===== src/rtl/multi_cyc_sched.sv =====
// Round-robin scheduler and latency sequencer for the shared multi-cycle mul/div unit.
// Latches the winning pipe's operands, counts the unit latency and hands the result back via done/ack.
module multi_cyc_sched #(
  parameter int MUL_CYC = 2,
  parameter int DIV_CYC = 36
) (
  input  logic        clk,
  input  logic        rst,
  input  logic        flush,
  input  logic [1:0]  req_valid,
  input  logic [1:0]  req_is_div,
  input  logic [31:0] req0_reg1,
  input  logic [31:0] req0_reg2,
  input  logic [31:0] req1_reg1,
  input  logic [31:0] req1_reg2,
  output logic [1:0]  grant,
  output logic        busy,
  output logic        unit_en,
  output logic        unit_src,
  output logic        unit_is_div,
  output logic [31:0] unit_reg1,
  output logic [31:0] unit_reg2,
  input  logic [63:0] unit_result,
  output logic        done,
  output logic        done_id,
  output logic [63:0] result,
  input  logic        done_ack
);

  typedef enum logic [1:0] {IDLE, RUN, DONE} state_e;

  localparam logic [5:0] MUL_LD = 6'(MUL_CYC - 1);
  localparam logic [5:0] DIV_LD = 6'(DIV_CYC - 1);

  state_e      state_q, state_d;
  logic [5:0]  cnt_q, cnt_d;
  logic        last_q, last_d;
  logic        src_q, src_d;
  logic        is_div_q, is_div_d;
  logic [31:0] reg1_q, reg1_d;
  logic [31:0] reg2_q, reg2_d;
  logic [63:0] result_q, result_d;
  logic        done_id_q, done_id_d;
  logic [1:0]  grant_w;
  logic        win;

  // On a tie the pipe not granted last time wins; last resets to 1 so pipe 0 wins first.
  assign win = (req_valid == 2'b11) ? ~last_q : req_valid[1];

  always_comb begin
    state_d   = state_q;
    cnt_d     = cnt_q;
    last_d    = last_q;
    src_d     = src_q;
    is_div_d  = is_div_q;
    reg1_d    = reg1_q;
    reg2_d    = reg2_q;
    result_d  = result_q;
    done_id_d = done_id_q;
    grant_w   = '0;
    if (flush) begin
      state_d = IDLE;
    end else begin
      case (state_q)
        IDLE: begin
          if (req_valid != '0) begin
            grant_w  = win ? 2'b10 : 2'b01;
            last_d   = win;
            src_d    = win;
            is_div_d = req_is_div[win];
            reg1_d   = win ? req1_reg1 : req0_reg1;
            reg2_d   = win ? req1_reg2 : req0_reg2;
            cnt_d    = req_is_div[win] ? DIV_LD : MUL_LD;
            state_d  = RUN;
          end
        end
        RUN: begin
          if (cnt_q == '0) begin
            result_d  = unit_result;
            done_id_d = src_q;
            state_d   = DONE;
          end else begin
            cnt_d = cnt_q - 6'd1;
          end
        end
        DONE: begin
          if (done_ack) state_d = IDLE;
        end
        default: state_d = IDLE;
      endcase
    end
  end

  always_ff @(posedge clk) begin
    if (rst) begin
      state_q   <= IDLE;
      cnt_q     <= '0;
      last_q    <= 1'b1;
      src_q     <= 1'b0;
      is_div_q  <= 1'b0;
      reg1_q    <= '0;
      reg2_q    <= '0;
      result_q  <= '0;
      done_id_q <= 1'b0;
    end else begin
      state_q   <= state_d;
      cnt_q     <= cnt_d;
      last_q    <= last_d;
      src_q     <= src_d;
      is_div_q  <= is_div_d;
      reg1_q    <= reg1_d;
      reg2_q    <= reg2_d;
      result_q  <= result_d;
      done_id_q <= done_id_d;
    end
  end

  // Grant is suppressed during reset since nothing would be latched at that edge.
  assign grant       = rst ? 2'b00 : grant_w;
  assign busy        = (state_q != IDLE);
  assign unit_en     = (state_q == RUN);
  assign done        = (state_q == DONE);
  assign unit_src    = src_q;
  assign unit_is_div = is_div_q;
  assign unit_reg1   = reg1_q;
  assign unit_reg2   = reg2_q;
  assign result      = result_q;
  assign done_id     = done_id_q;

endmodule


===== config.mk =====
export PLATFORM = sky130hd
export DESIGN_NAME = multi_cyc_sched
export DESIGN_NICKNAME = d
export VERILOG_FILES = /design/src/rtl/multi_cyc_sched.sv
export SDC_FILE = /design/constraint.sdc
export NUM_CORES = 1
export LEC_CHECK = 0
export BUFFER_PORTS_ARGS = -buffer_cell sky130_fd_sc_hd__buf_2
export CORE_AREA = 2 2 132 134
export CTS_CLUSTER_SIZE = 25
export DETAILED_ROUTE_END_ITERATION = 10
export DIE_AREA = 0 0 134 136
export PLACE_DENSITY = 0.7
export SYNTH_ARGS = -nofsm -noshare
export SYNTH_HDL_FRONTEND = slang
export SYNTH_SLANG_ARGS = --single-unit

===== constraint.sdc =====
create_clock -name clk -period 4.7 [get_ports clk]
set_input_delay 0.47 -clock clk [delete_from_list [all_inputs] [get_ports clk]]
set_output_delay 0.47 -clock clk [all_outputs]
set_load 0.01 [all_outputs]

# After elaboration in Yosys (flattened, before gate mapping)
# Index checks and enable logic that the tools add are counted.
[totals]
word_cells = 48
register_bits = 140
in_bits = 200
[classes]
eq_ne = 7
addsub = 1
n_reduce_logical = 10
mux = 18
n_bitwise = 2
n_lt_le_gt_ge = 1
[ops]
columns = ["op", "count"]
rows = [
  ["2-to-1 mux 32 bit", 2],
  ["2-to-1 mux 6 bit", 3],
  ["2-to-1 mux 2 bit", 8],
  ["case mux 6 bit (2 select lines)", 1],
  ["AND reduction 3 bit", 3],
  ["logical NOT 6 bit", 1],
  ["case mux 2 bit (3 select lines)", 1],
  ["nonzero test 2 bit", 3],
  ["subtractor 6 x 1 -> 6 bit, second input constant", 1],
  ["== test 2 bit, second input constant", 2],
  ["!= test 2 x 1 -> 1 bit, second input constant", 2],
  ["!= test 2 bit, second input constant", 2],
  ["AND reduction 4 bit", 1],
  ["2-to-1 mux 1 bit", 3],
  ["== test 2 x 1 -> 1 bit, second input constant", 1],
  ["logical NOT 2 bit", 1],
  ["< comparator 1 x 2 -> 1 bit, second input constant", 1],
  ["NOT 1 bit", 2],
  ["OR reduction 2 bit", 1],
]

# Longest topological paths before layout
# Gate-level depths: netlist of the first run.
[depth]
ltp_word = 7
mapped_depth = 7
ltp_nobuf = 6

# Least setup slack after synthesis of the first run
# No wires, ideal clock.
[synth_timing]
kind = "register -> output"
from = "reg state_q[1]"
to = "out grant[0]"
stages_incl_launch_ff = 5
arrival_time_ps = 1247
n_path_buf = 1
setup_slack_ps = 2983
required_ps = 4230
path_cell_list = "dfxtp_1 > or2_4 > a2111oi_4 > buf_6 > and2_1"
[synth_between]
elab_chain_cells = 4
[synth_lines]
columns = ["item", "line", "rtl"]
rows = [
  ["start: declaration", "35", "state_e state_q, state_d;"],
  ["start signal: assignment", "106", "state_q <= state_d;"],
  ["logical NOT 2 bit", "64", "case (state_q)"],
  ["2-to-1 mux 2 bit", "64", ""],
  ["2-to-1 mux 2 bit", "61", "if (flush) begin"],
  ["2-to-1 mux 2 bit", "119", "assign grant = rst ? 2'b00 : grant_w;"],
  ["end: declaration", "16", "output logic [1:0] grant,"],
]
# No other way between the ends.

# Worst setup path in the final report of the first run
[layout_timing]
from = "reg state_q[1]"
to = "out grant[1]"
# The elaborated chain is that of the path after synthesis.

==> results.txt, run 1 <==
----------------------------------------------------
[Drt]
  Residual DRC ... 0
  Drt via density ... 4.89
  Number of nets with antenna violations after detailed routing ... 0
  Met3 wire length ... 1530 um
  Routed wl met2 ... 8720 um
  Routed len/inst ... 15.6 um
  Highest routing layer actually used ... met5
  Router iterations before antenna repair ... 9
  Overall routed net length ... 17600 um
  Routed via count ... 5499
  Iteration-0 DRC Markers ... 448
  Met1 layer wirelength in the final routing ... 6970 um

[GRT]
  Number of antenna violations at the first check in global routing ... 2
  Number of global-route vias before repair ... 4808
  First-pass GRT wire length ... 25900 um
  Total global routing overflow ... 0
  Pin count of the biggest net entering global routing ... 73
  All-layer global routing usage ... 18.2%

[Floorplanning]
  Number of I/O pins ... 336
  Height of the die ... 136 um
  Full die area ... 18200 um2
  Standard cell core area ... 16900 um2
  Starting density of the core ... 31.4%
  Die extent in x ... 134 um
  Number of rows in the core area ... 48

[Placed design]
  PortBufs ... 335
  Routability-driven placement congestion ratio ... 0.809
  Post-placement cell area ... 6950 um2
  Half-perimeter wire length of the detailed placement result ... 12900 um

[Clock tree]
  Number of H-tree levels ... 4
  Setup Fix Bufs, Post-CTS ... 0
  Num Clock Sinks ... 140
  Clock edge transition at the registers on the reported setup and hold paths ... 70 ps
  CTS root buf ... clkbuf_16
  Cts hold-fix bufs ... 0
  TritonCTS clock tree ... yes
  TritonCTS Buffers ... 17
  Clock tree buffer depth ... 2
  Worst-skew pair later-pin latency ... 410 ps
  Post-CTS Resized ... 0

[STA]
  Tightest slew margin relative to the limit ... 29.6%
  Setup TNS ... 0 ps
  Unrepaired setup endpoints after global routing ... false
  Worst setup skew after layout ... 8.69 ps
  Share of the clock period used by the worst path after layout ... 50.6%
  Number of hold-slack violations in the final timing report ... 0
  Worst slew pin tran ... 1050 ps
  Number of setup violations in the final report ... 0
  Final-report max-slew violation count ... 0
  Max Freq ... 0.421 GHz
  Clock period minus final worst setup slack ... 2380 ps

[Setup path]
  Element type at the critical path end ... output port
  Kind of launch point of the worst setup path ... flop
  Worst EP required ... 4230 ps
  Arrival @ worst endpoint ... 1910 ps
  Largest driver fanout on the critical path ... 11
  Startpoint-to-endpoint class of the critical path ... flop to output port

[Final layout]
  End-of-flow core utilization ... 44.6%
  Post-route cell area ... 7530 um2
  Net count, final ... 1087
  Layout overhead on the synthesized area ... 42.1%
  Count of filler cells inserted in the layout ... 1670
  Fraction of layout instances using a drive strength above 1 ... 42.2%

[Yosys]
  Most frequently used cell type in the post-synthesis netlist ... dfxtp_1
  Number of flops mapped to enable cells by yosys ... 0
  Ranking of synthesized cells by instance count ... 140 x dfxtp_1, 133 x nand2_1, 71 x a21oi_1
  Portion of synthesized cell area occupied by the leading cell type ... 52.9%
  Flops & latches, synth ... 140
  Netlist cell types ... 39
  Total standard cell area after synthesis ... 5300 um2
  Count of yosys warnings during synthesis ... 0
  Synthesized area divided by synthesized cell count ... 9.17 um2
  Total nets after synthesis ... 780
  Share of synthesized registers carrying an async set or reset ... 0%
  Count of mapped cells out of synthesis ... 578
  Sequential share of the synthesized area ... 52.9%
  Post-synth top area cell ... dfxtp_1
  Leading register cell type out of synthesis ... dfxtp_1
  Largest cells by area after synthesis ... dfxtp_1 53%, a222oi_1 10%, nand2_1 9.4%

[Run]
  Number of max-cap violations ... 0

[Power]
  Leakage power summed over all cells ... 0.00359 uW
  Peak VDD IR ... 0.000223 V
  Power Density ... 396 nW/um2

[Worst hold path]
  Classification of the worst-slack hold path ... primary input to flop

[Run status]
  Outcome ... finished, final reports clean

----------------------------------------------------
-- metal layers --
metal	vias to the layer above	track usage [%]
met1	2510	21.6
met2	268	30.9
met3	25	6.23
met5	-	0
li1	2694	-
met4	2	6.38
-- final timing paths --
path | startpoint | to | slack, ps | depth (start not counted)
max | state_q[1]$_SDFFE_PP0P_ | grant[1] | 2320 | 3
min | req1_reg1[9] | unit_reg1[9]$_SDFFE_PP0P_ | 280 | 2
max reg2reg | state_q[1]$_SDFFE_PP0P_ | unit_reg2[8]$_SDFFE_PP0P_ | 2580 | 4
min reg2reg | result[48]$_SDFFE_PP0P_ | result[48]$_SDFFE_PP0P_ | 450 | 2
-- layout make-up --
cell class	instances	area, um2	area share (%)
Antenna cell	1	2.50	0.0332
Clock buffer	18	429	5.70
Clock inverter	14	153	2.03
Inverter	6	22.5	0.299
Multi-Input combinational cell	381	2130	28.3
Sequential cell	140	2800	37.2
Tap cell	225	282	3.74
Timing Repair Buffer	339	1710	22.7
-- power breakdown --
part           switching, uW  internal [uW]  total (uW)
Sequential              34.0           1250        1280
Clock                    570            752        1320
Combinational            208            172         381
Total                    813           2170        2980
-- cell families after synthesis --
family | share of synthesized area (%)
and+or+nand+nor | 18.2
AOI/OAI and AO/OA | 21.2
DFF | 52.9
buffers and inverters | 6.92
muxes | 0.378
adders and majority gates | 0.472
-- cells in the final DEF (no fill, tap or decap), types with 2 or more instances in the layout --
| cell | instances |
|---|---|
| or2_2 | 2 |
| a21oi_1 | 71 |
| mux2i_1 | 2 |
| a221o_1 | 9 |
| o21ai_0 | 4 |
| clkbuf_16 | 17 |
| or3_1 | 7 |
| nand2_1 | 133 |
| buf_2 | 334 |
| nor2b_1 | 4 |
| inv_6 | 5 |
| a222oi_1 | 55 |
| and3_1 | 9 |
| inv_1 | 6 |
| nor2_1 | 60 |
| a211oi_1 | 2 |
| buf_4 | 5 |
| clkinvlp_4 | 2 |
| inv_8 | 3 |
| dfxtp_1 | 140 |
| ha_1 | 2 |
-- per-stage QoR --
| step | total power [uW] | instances | hold slack, ps | setup WS [ps] |
|---|---|---|---|---|
| 5_1_grt | 3110 | 1124 | 259 | 2230 |
| 4_1_cts | 3020 | 1123 | 256 | 2250 |
| 3_5_place_dp | 1690 | 1091 | 443 | 2400 |
| 6_report | 2980 | 1124 | 278 | 2320 |
| 2_1_floorplan | 1520 | 578 | 447 | 2980 |
| 3_3_place_gp | 1690 | 1091 | 439 | 2430 |
-- critical path, stage by stage, from the launching register on --
cell and delay (ps):
dfxtp_1 400, or2_4 310, and3b_1 550, buf_2 230
-- sequential cells by signal, summed over array words and instances (netlist names) --
name / flops
cnt_q: 6
done_id: 1
last_q: 1
result: 64
state_q: 2
unit_is_div: 1
unit_reg1: 32
unit_reg2: 32
unit_src: 1
Power figures use the tool's default switching activity.
==> run 2: changes to the inputs <==
Clock period 4.7 ns to 2.38 ns, I/O delays scaled along.
==> run 2 against run 1 <==
Routed wire length up 5.2%. Critical path depth unchanged. Clock-buffer cell count unchanged. Worst setup slack worse by 1900 ps. Global-route usage up 1.1 points.
==> results.txt, run 2 (same netlist as run 1, synthesis figures left out) <==
----------------------------------------------------
[Run status]
  Outcome ... finished, final reports clean

[Placed design]
  PortBufs ... 335 (unchanged)
  Routability-driven placement congestion ratio ... 0.790 (-2.4%)
  Half-perimeter wire length of the detailed placement result ... 13800 um (+6.8%)

[GRT]
  Total global routing overflow ... 0 (unchanged)
  Number of global-route vias before repair ... 5059 (+5.2%)
  All-layer global routing usage ... 19.4% (+1.1 points)
  Pin count of the biggest net entering global routing ... 75 (+2.7%)
  First-pass GRT wire length ... 27400 um (+5.9%)
  Number of antenna violations at the first check in global routing ... 0 (-2)

[Clock tree]
  Worst-skew pair later-pin latency ... 420 ps (about the same)
  TritonCTS Buffers ... 17 (unchanged)
  Clock tree buffer depth ... 2 (unchanged)
  Cts hold-fix bufs ... 0 (unchanged)
  Setup Fix Bufs, Post-CTS ... 0 (unchanged)
  TritonCTS clock tree ... yes
  Clock edge transition at the registers on the reported setup and hold paths ... 60 ps (about the same)
  Num Clock Sinks ... 140 (unchanged)
  CTS root buf ... clkbuf_16
  Number of H-tree levels ... 4 (unchanged)
  Post-CTS Resized ... 0 (unchanged)

[Power]
  Switching power total ... 1630 uW (+100%)
  Combinational share of power ... 13.3% (+0.5 points)
  Peak VDD IR ... 0.000501 V (+120%)
  Proportion of power drawn by the clock network ... 44.1% (-0.2 points)
  Leakage power summed over all cells ... 0.00368 uW (+2.3%)
  Power Density ... 774 nW/um2 (+95%)
  Net switching share of the total power ... 27.4% (+0.22 points)
  Seq pwr share ... 42.6% (-0.3 points)
  Internal cell power ... 4310 uW (+99%)

[STA]
  Worst slew pin tran ... 796 ps (-256 ps)
  Share of the clock period used by the worst path after layout ... 83.8%
  Setup TNS ... 0 ps (unchanged)
  Max Freq ... 0.502 GHz
  Number of setup violations in the final report ... 0 (unchanged)
  Number of hold-slack violations in the final timing report ... 0 (unchanged)
  Clock period minus final worst setup slack ... 1990 ps
  Final-report max-slew violation count ... 0 (unchanged)
  Unrepaired setup endpoints after global routing ... false
  Worst setup skew after layout ... 11.0 ps (+2.27 ps)
  Tightest slew margin relative to the limit ... 46.9% (+17 points)

[Final layout]
  Fraction of layout instances using a drive strength above 1 ... 43.0% (+0.82 points)
  Net count, final ... 1100 (+1.2%)
  Commonest non-fill, non-tap cells in the layout ... 334 x buf_2, 140 x dfxtp_1, 133 x nand2_1, 71 x a21oi_1, 60 x nor2_1
  Count of filler cells inserted in the layout ... 1678 (+0.48%)
  End-of-flow core utilization ... 45.5% (+0.85 points)
  Number of flip-flops in the largest register ... 64 (unchanged)
  Count of inserted antenna diode cells ... 0 (-1)
  Most common cell after layout, fill and taps aside ... buf_2
  Register cell area after layout ... 2800 um2 (unchanged)
  Area of combinational cells with multiple inputs ... 2130 um2 (unchanged)
  Layout overhead on the synthesized area ... 44.8%

[Worst hold path]
  Classification of the worst-slack hold path ... primary input to flop

[Setup path]
  Element type at the critical path end ... output port
  Kind of launch point of the worst setup path ... flop
  Startpoint-to-endpoint class of the critical path ... flop to output port
  Arrival @ worst endpoint ... 1760 ps (-150 ps)
  Worst EP required ... 2140 ps (-2090 ps)
  Largest driver fanout on the critical path ... 7 (-4)

[Drt]
  Routed len/inst ... 16.3 um (+4.1%)
  Router iterations before antenna repair ... 8 (-1)
  Routed via count ... 5611 (+2.0%)
  Number of nets with antenna violations after detailed routing ... 0 (unchanged)
  Residual DRC ... 0 (unchanged)
  Overall routed net length ... 18500 um (+5.2%)
  Iteration-0 DRC Markers ... 472 (+5.4%)
  Drt via density ... 4.94 (+0.96%)

[Floorplanning]
  Full die area ... 18200 um2 (unchanged)
  Die extent in x ... 134 um (unchanged)
  Number of rows in the core area ... 48 (unchanged)
  Starting density of the core ... 31.4% (unchanged)
  Height of the die ... 136 um (unchanged)
  Number of I/O pins ... 336 (unchanged)
  Standard cell core area ... 16900 um2 (unchanged)

[Run]
  Number of max-cap violations ... 0 (unchanged)

----------------------------------------------------
-- run 2: layout make-up --
type	count	share of cell area [%]
sequential	140	36.5
multi-input combinational	381	27.8
timing repair buffer	352	24.2
clock buffer	18	5.59
tap	225	3.67
clock inverter	14	1.97
inverter	6	0.293
-- run 2: critical path, cell delays in order, from the launching register on --
cell	delay (ps)
dfxtp_1	390
or2_4	310
and3b_1	430
buf_2	210
-- run 2: power by group through the flow --
stage                     combinational, uW  sequential [uW]  clock [uW]
after floorplan                         379             2630           0
after global placement                  786             2580           0
after detailed placement                793             2580           0
after CTS                               795             2530        2700
after global routing                    865             2540        2790
final                                   790             2530        2620
-- run 2: metal layers --
layer / routed length (um) / GRT usage (%) / up-vias
li1: - / - / 2720
met1: 7390 / 22.7 / 2591
met2: 9140 / 33.6 / 275
met3: 1630 / 5.59 / 25
met4: 338 / 7.45 / 0
met5: 0 / 0 / -
-- run 2: final timing paths --
path,startpoint,endpoint,slack [ps],cells past startpoint
setup reg to reg,state_q[0]$_SDFFE_PP0P_,result[59]$_SDFFE_PP0P_,570,5
setup / recovery,state_q[1]$_SDFFE_PP0P_,grant[1],390,3
hold reg to reg,result[55]$_SDFFE_PP0P_,result[55]$_SDFFE_PP0P_,450,2
hold / removal,req1_reg1[9],unit_reg1[9]$_SDFFE_PP0P_,40,2
-- run 2: metrics by stage --
step           area [um2]  instances  worst slack [ps]  total power, uW  hold slack, ps
2_1_floorplan        5300        578               887             3010             374
3_3_place_gp         7100       1104               594             3360             438
3_5_place_dp         7100       1104               555             3380             445
4_1_cts              7680       1136               366             6020            17.9
5_1_grt              7680       1136               324             6200            31.9
6_report             7680       1136               386             5940            41.7
==> run 3: changes to the inputs <==
Settings changed: ABC_AREA set to 1, CORE_AREA 2 2 132 134 to 2 2 131 133, DIE_AREA 0 0 134 136 to 0 0 133 135, PLACE_DENSITY 0.7 to 0.81.
Clock period 2.38 ns to 1.63 ns, I/O delays scaled along.
==> run 3 against run 2 <==
Critical path type unchanged. The flow now finishes with violations (negative setup slack). Hold slack better by 1.2 ps. Largest power group unchanged. Total power increased by 59%. Clock power grew 58%. Routed wire length is 3.7% higher. Worst setup slack got worse by 440 ps. Global-route usage rose by 0.59 points. Sequential cell count stayed put. Non-clock buffer count is 17 higher. Clock skew shrank 4.4 ps. Die area fell by 1.5%.
==> results.txt, run 3 <==
----------------------------------------------------
[Clock tree]
  Clock tree buffer depth ... 2 (unchanged)
  Clock edge transition at the registers on the reported setup and hold paths ... 60 ps (about the same)
  Num Clock Sinks ... 140 (unchanged)
  CTS root buf ... clkbuf_16
  TritonCTS clock tree ... yes
  Worst-skew pair later-pin latency ... 410 ps (about the same)
  TritonCTS Buffers ... 17 (unchanged)
  Number of H-tree levels ... 4 (unchanged)

[Final layout]
  Most common cell after layout, fill and taps aside ... nand2_1
  Number of flip-flops in the largest register ... 64 (unchanged)
  Net count, final ... 1530 (+39%)
  Layout overhead on the synthesized area ... 43.4%
  Commonest non-fill, non-tap cells in the layout ... 469 x nand2_1, 335 x buf_2, 150 x nor2_1, 138 x dfxtp_1, 79 x inv_1
  Fraction of layout instances using a drive strength above 1 ... 31.0% (-12 points)
  Final Instance Count excl. Fillers ... 1562 (+38%)
  Post-route cell area ... 9060 um2 (+18%)

[Floorplanning]
  Full die area ... 18000 um2 (-1.5%)
  Standard cell core area ... 16400 um2 (-2.8%)
  Number of rows in the core area ... 47 (-2.1%)
  Number of I/O pins ... 336 (unchanged)
  Height of the die ... 135 um (-0.74%)
  Die extent in x ... 133 um (-0.75%)
  Starting density of the core ... 38.5% (+7.1 points)

[GRT]
  Number of global-route vias before repair ... 6088 (+20%)
  Number of antenna violations at the first check in global routing ... 1 (+1)
  First-pass GRT wire length ... 28900 um (+5.4%)
  Total global routing overflow ... 0 (unchanged)
  Pin count of the biggest net entering global routing ... 56 (-25%)
  All-layer global routing usage ... 20.0% (+0.59 points)

[Yosys]
  Netlist cell types ... 25 (-36%)
  Flops & latches, synth ... 140 (unchanged)
  Portion of synthesized cell area occupied by the leading cell type ... 44.4% (-8.5 points)
  Ranking of synthesized cells by instance count ... 470 x nand2_1, 151 x nor2_1, 140 x dfxtp_1
  Synthesized area divided by synthesized cell count ... 6.34 um2 (-31%)
  Leading register cell type out of synthesis ... dfxtp_1
  Largest cells by area after synthesis ... dfxtp_1 44%, nand2_1 28%, nor2_1 9.0%
  Count of yosys warnings during synthesis ... 0 (unchanged)
  Total standard cell area after synthesis ... 6320 um2 (+19%)
  Sequential share of the synthesized area ... 44.4% (-8.5 points)
  Count of mapped cells out of synthesis ... 997 (+72%)
  Most frequently used cell type in the post-synthesis netlist ... nand2_1
  Share of synthesized registers carrying an async set or reset ... 0% (unchanged)
  Number of flops mapped to enable cells by yosys ... 0 (unchanged)
  Post-synth top area cell ... dfxtp_1
  Total nets after synthesis ... 1199 (+54%)

[Setup path]
  Arrival @ worst endpoint ... 1520 ps (-240 ps)
  Startpoint-to-endpoint class of the critical path ... flop to output port
  Worst EP required ... 1470 ps (-670 ps)
  Kind of launch point of the worst setup path ... flop
  Element type at the critical path end ... output port
  Largest driver fanout on the critical path ... 4 (-3)
  Cell count of the worst reg-to-reg path ... 9 (+4)

[STA]
  Max Freq ... 0.594 GHz
  Final-report max-slew violation count ... 0 (unchanged)
  Crit path setup slack, layout ... -54.9 ps (-441 ps)
  Number of setup violations in the final report ... 2 (+2)
  Share of the clock period used by the worst path after layout ... 103%
  Tightest slew margin relative to the limit ... 71.3% (+24 points)
  Setup TNS ... -60.4 ps (-60.4 ps)
  Worst setup skew after layout ... 6.58 ps (-4.37 ps)
  Worst slew pin tran ... 431 ps (-365 ps)
  Clock period minus final worst setup slack ... 1680 ps
  Unrepaired setup endpoints after global routing ... true
  Number of hold-slack violations in the final timing report ... 0 (unchanged)

[Placed design]
  Placed Instances ... 1514 (+37%)
  Half-perimeter wire length of the detailed placement result ... 14100 um (+1.9%)
  PortBufs ... 335 (unchanged)
  Routability-driven placement congestion ratio ... 0.835 (+5.7%)
  Post-placement cell area ... 8200 um2 (+16%)

[Drt]
  Iteration-0 DRC Markers ... 234 (-50%)
  Routed via count ... 6985 (+24%)
  Routed len/inst ... 12.3 um (-25%)
  Drt via density ... 4.47 (-9.5%)
  Number of nets with antenna violations after detailed routing ... 0 (unchanged)
  Residual DRC ... 0 (unchanged)
  Router iterations before antenna repair ... 4 (-4)
  Overall routed net length ... 19200 um (+3.7%)

[Run status]
  Failing checks ... negative setup slack
  Outcome ... finished, violations left

[Power]
  Leakage power summed over all cells ... 0.00498 uW (+36%)
  Peak VDD IR ... 0.000699 V (+40%)
  Power Density ... 1040 nW/um2 (+34%)

[Worst hold path]
  Hold-critical path depth ... 5 (+3)
  Classification of the worst-slack hold path ... primary input to flop

[Run]
  Number of max-cap violations ... 0 (unchanged)

----------------------------------------------------
==> run 3: cell types whose count changed after synthesis, moves of 6 or more <==
cell	delta
a222oi_1	-55
nand2_1	+337
inv_1	+75
or3_1	-7
buf_4	+10
buf_6	-12
a221o_1	-9
nand3_1	+8
nor2_1	+91
buf_1	+6
and3_1	-9
==> run 3: through the flow <==
| stage | power, uW | setup slack [ps] | hold slack, ps | utilization (%) |
|---|---|---|---|---|
| final | 9420 | -54.9 | 42.9 | 55.2 |
| after CTS | 9490 | -125 | 26.0 | 54.3 |
| after global placement | 5250 | 147 | 440 | 50.0 |
| after global routing | 9900 | -126 | 42.7 | 55.2 |
| after detailed placement | 5280 | 67.4 | 442 | 50.0 |
| after floorplan | 4650 | 182 | 236 | - |
==> run 3: power breakdown <==
| part | internal (uW) | leakage (uW) | switching [uW] | total, uW |
|---|---|---|---|---|
| logic | 672 | 0.00354 | 877 | 1550 |
| clock network | 2660 | 0.000303 | 1490 | 4150 |
| registers | 3620 | 0.00114 | 103 | 3720 |
==> run 3: logic make-up after synthesis <==
family	Yosys count	synth area share, %
AND/OR/NAND/NOR	641	39.3
buffers and inverters	142	10.1
flip-flops	140	44.4
AO/OA/AOI/OAI	71	5.72
adder cells (fa/ha/maj)	2	0.396
XOR/XNOR	1	0.139
==> run 3: worst max-delay path: stages (launching register included) <==
cell and delay, ps:
dfxtp_2 330, nor2_4 120, inv_2 60, nor3_4 160
inv_4 70, nor2_1 100, nand2_1 90, inv_1 70
buf_2 120
==> run 3: final timing paths <==
check	startpoint	to	slack, ps
setup / recovery	state_q[1]$_SDFFE_PP0P_	grant[1]	-50
hold / removal	unit_result[8]	result[8]$_SDFFE_PP0P_	40
setup reg to reg	cnt_q[1]$_SDFFE_PP0P_	result[33]$_SDFFE_PP0P_	130
hold reg to reg	unit_reg1[27]$_SDFFE_PP0P_	unit_reg1[27]$_SDFFE_PP0P_	460
==> run 3: repair_timing <==
action,CTS,global route
pin swaps,2,3
setup buffers,4,7
hold endpoints to repair,1,0
gates cloned,0,3
endpoints found under the setup margin,2,54
resized for setup,7,5
hold buffers,1,0
==> run 3: per-layer routing <==
metal	vias to the layer above	GRT usage (%)	wire length (um)
met4	0	7.17	400
met3	31	4.92	1300
li1	3648	-	-
met1	3029	23.2	7990
met2	277	35.8	9480
met5	-	0	0
==> run 3: area by class of cell <==
cell class | instances | area (um2)
Sequential cell | 140 | 2810
Tap cell | 220 | 275
Timing Repair Buffer | 369 | 2100
Fill cell | 1611 | 7350
Inverter | 85 | 322
Multi-Input combinational cell | 715 | 2910
Antenna cell | 1 | 2.50
Clock buffer | 20 | 457
Clock inverter | 12 | 186
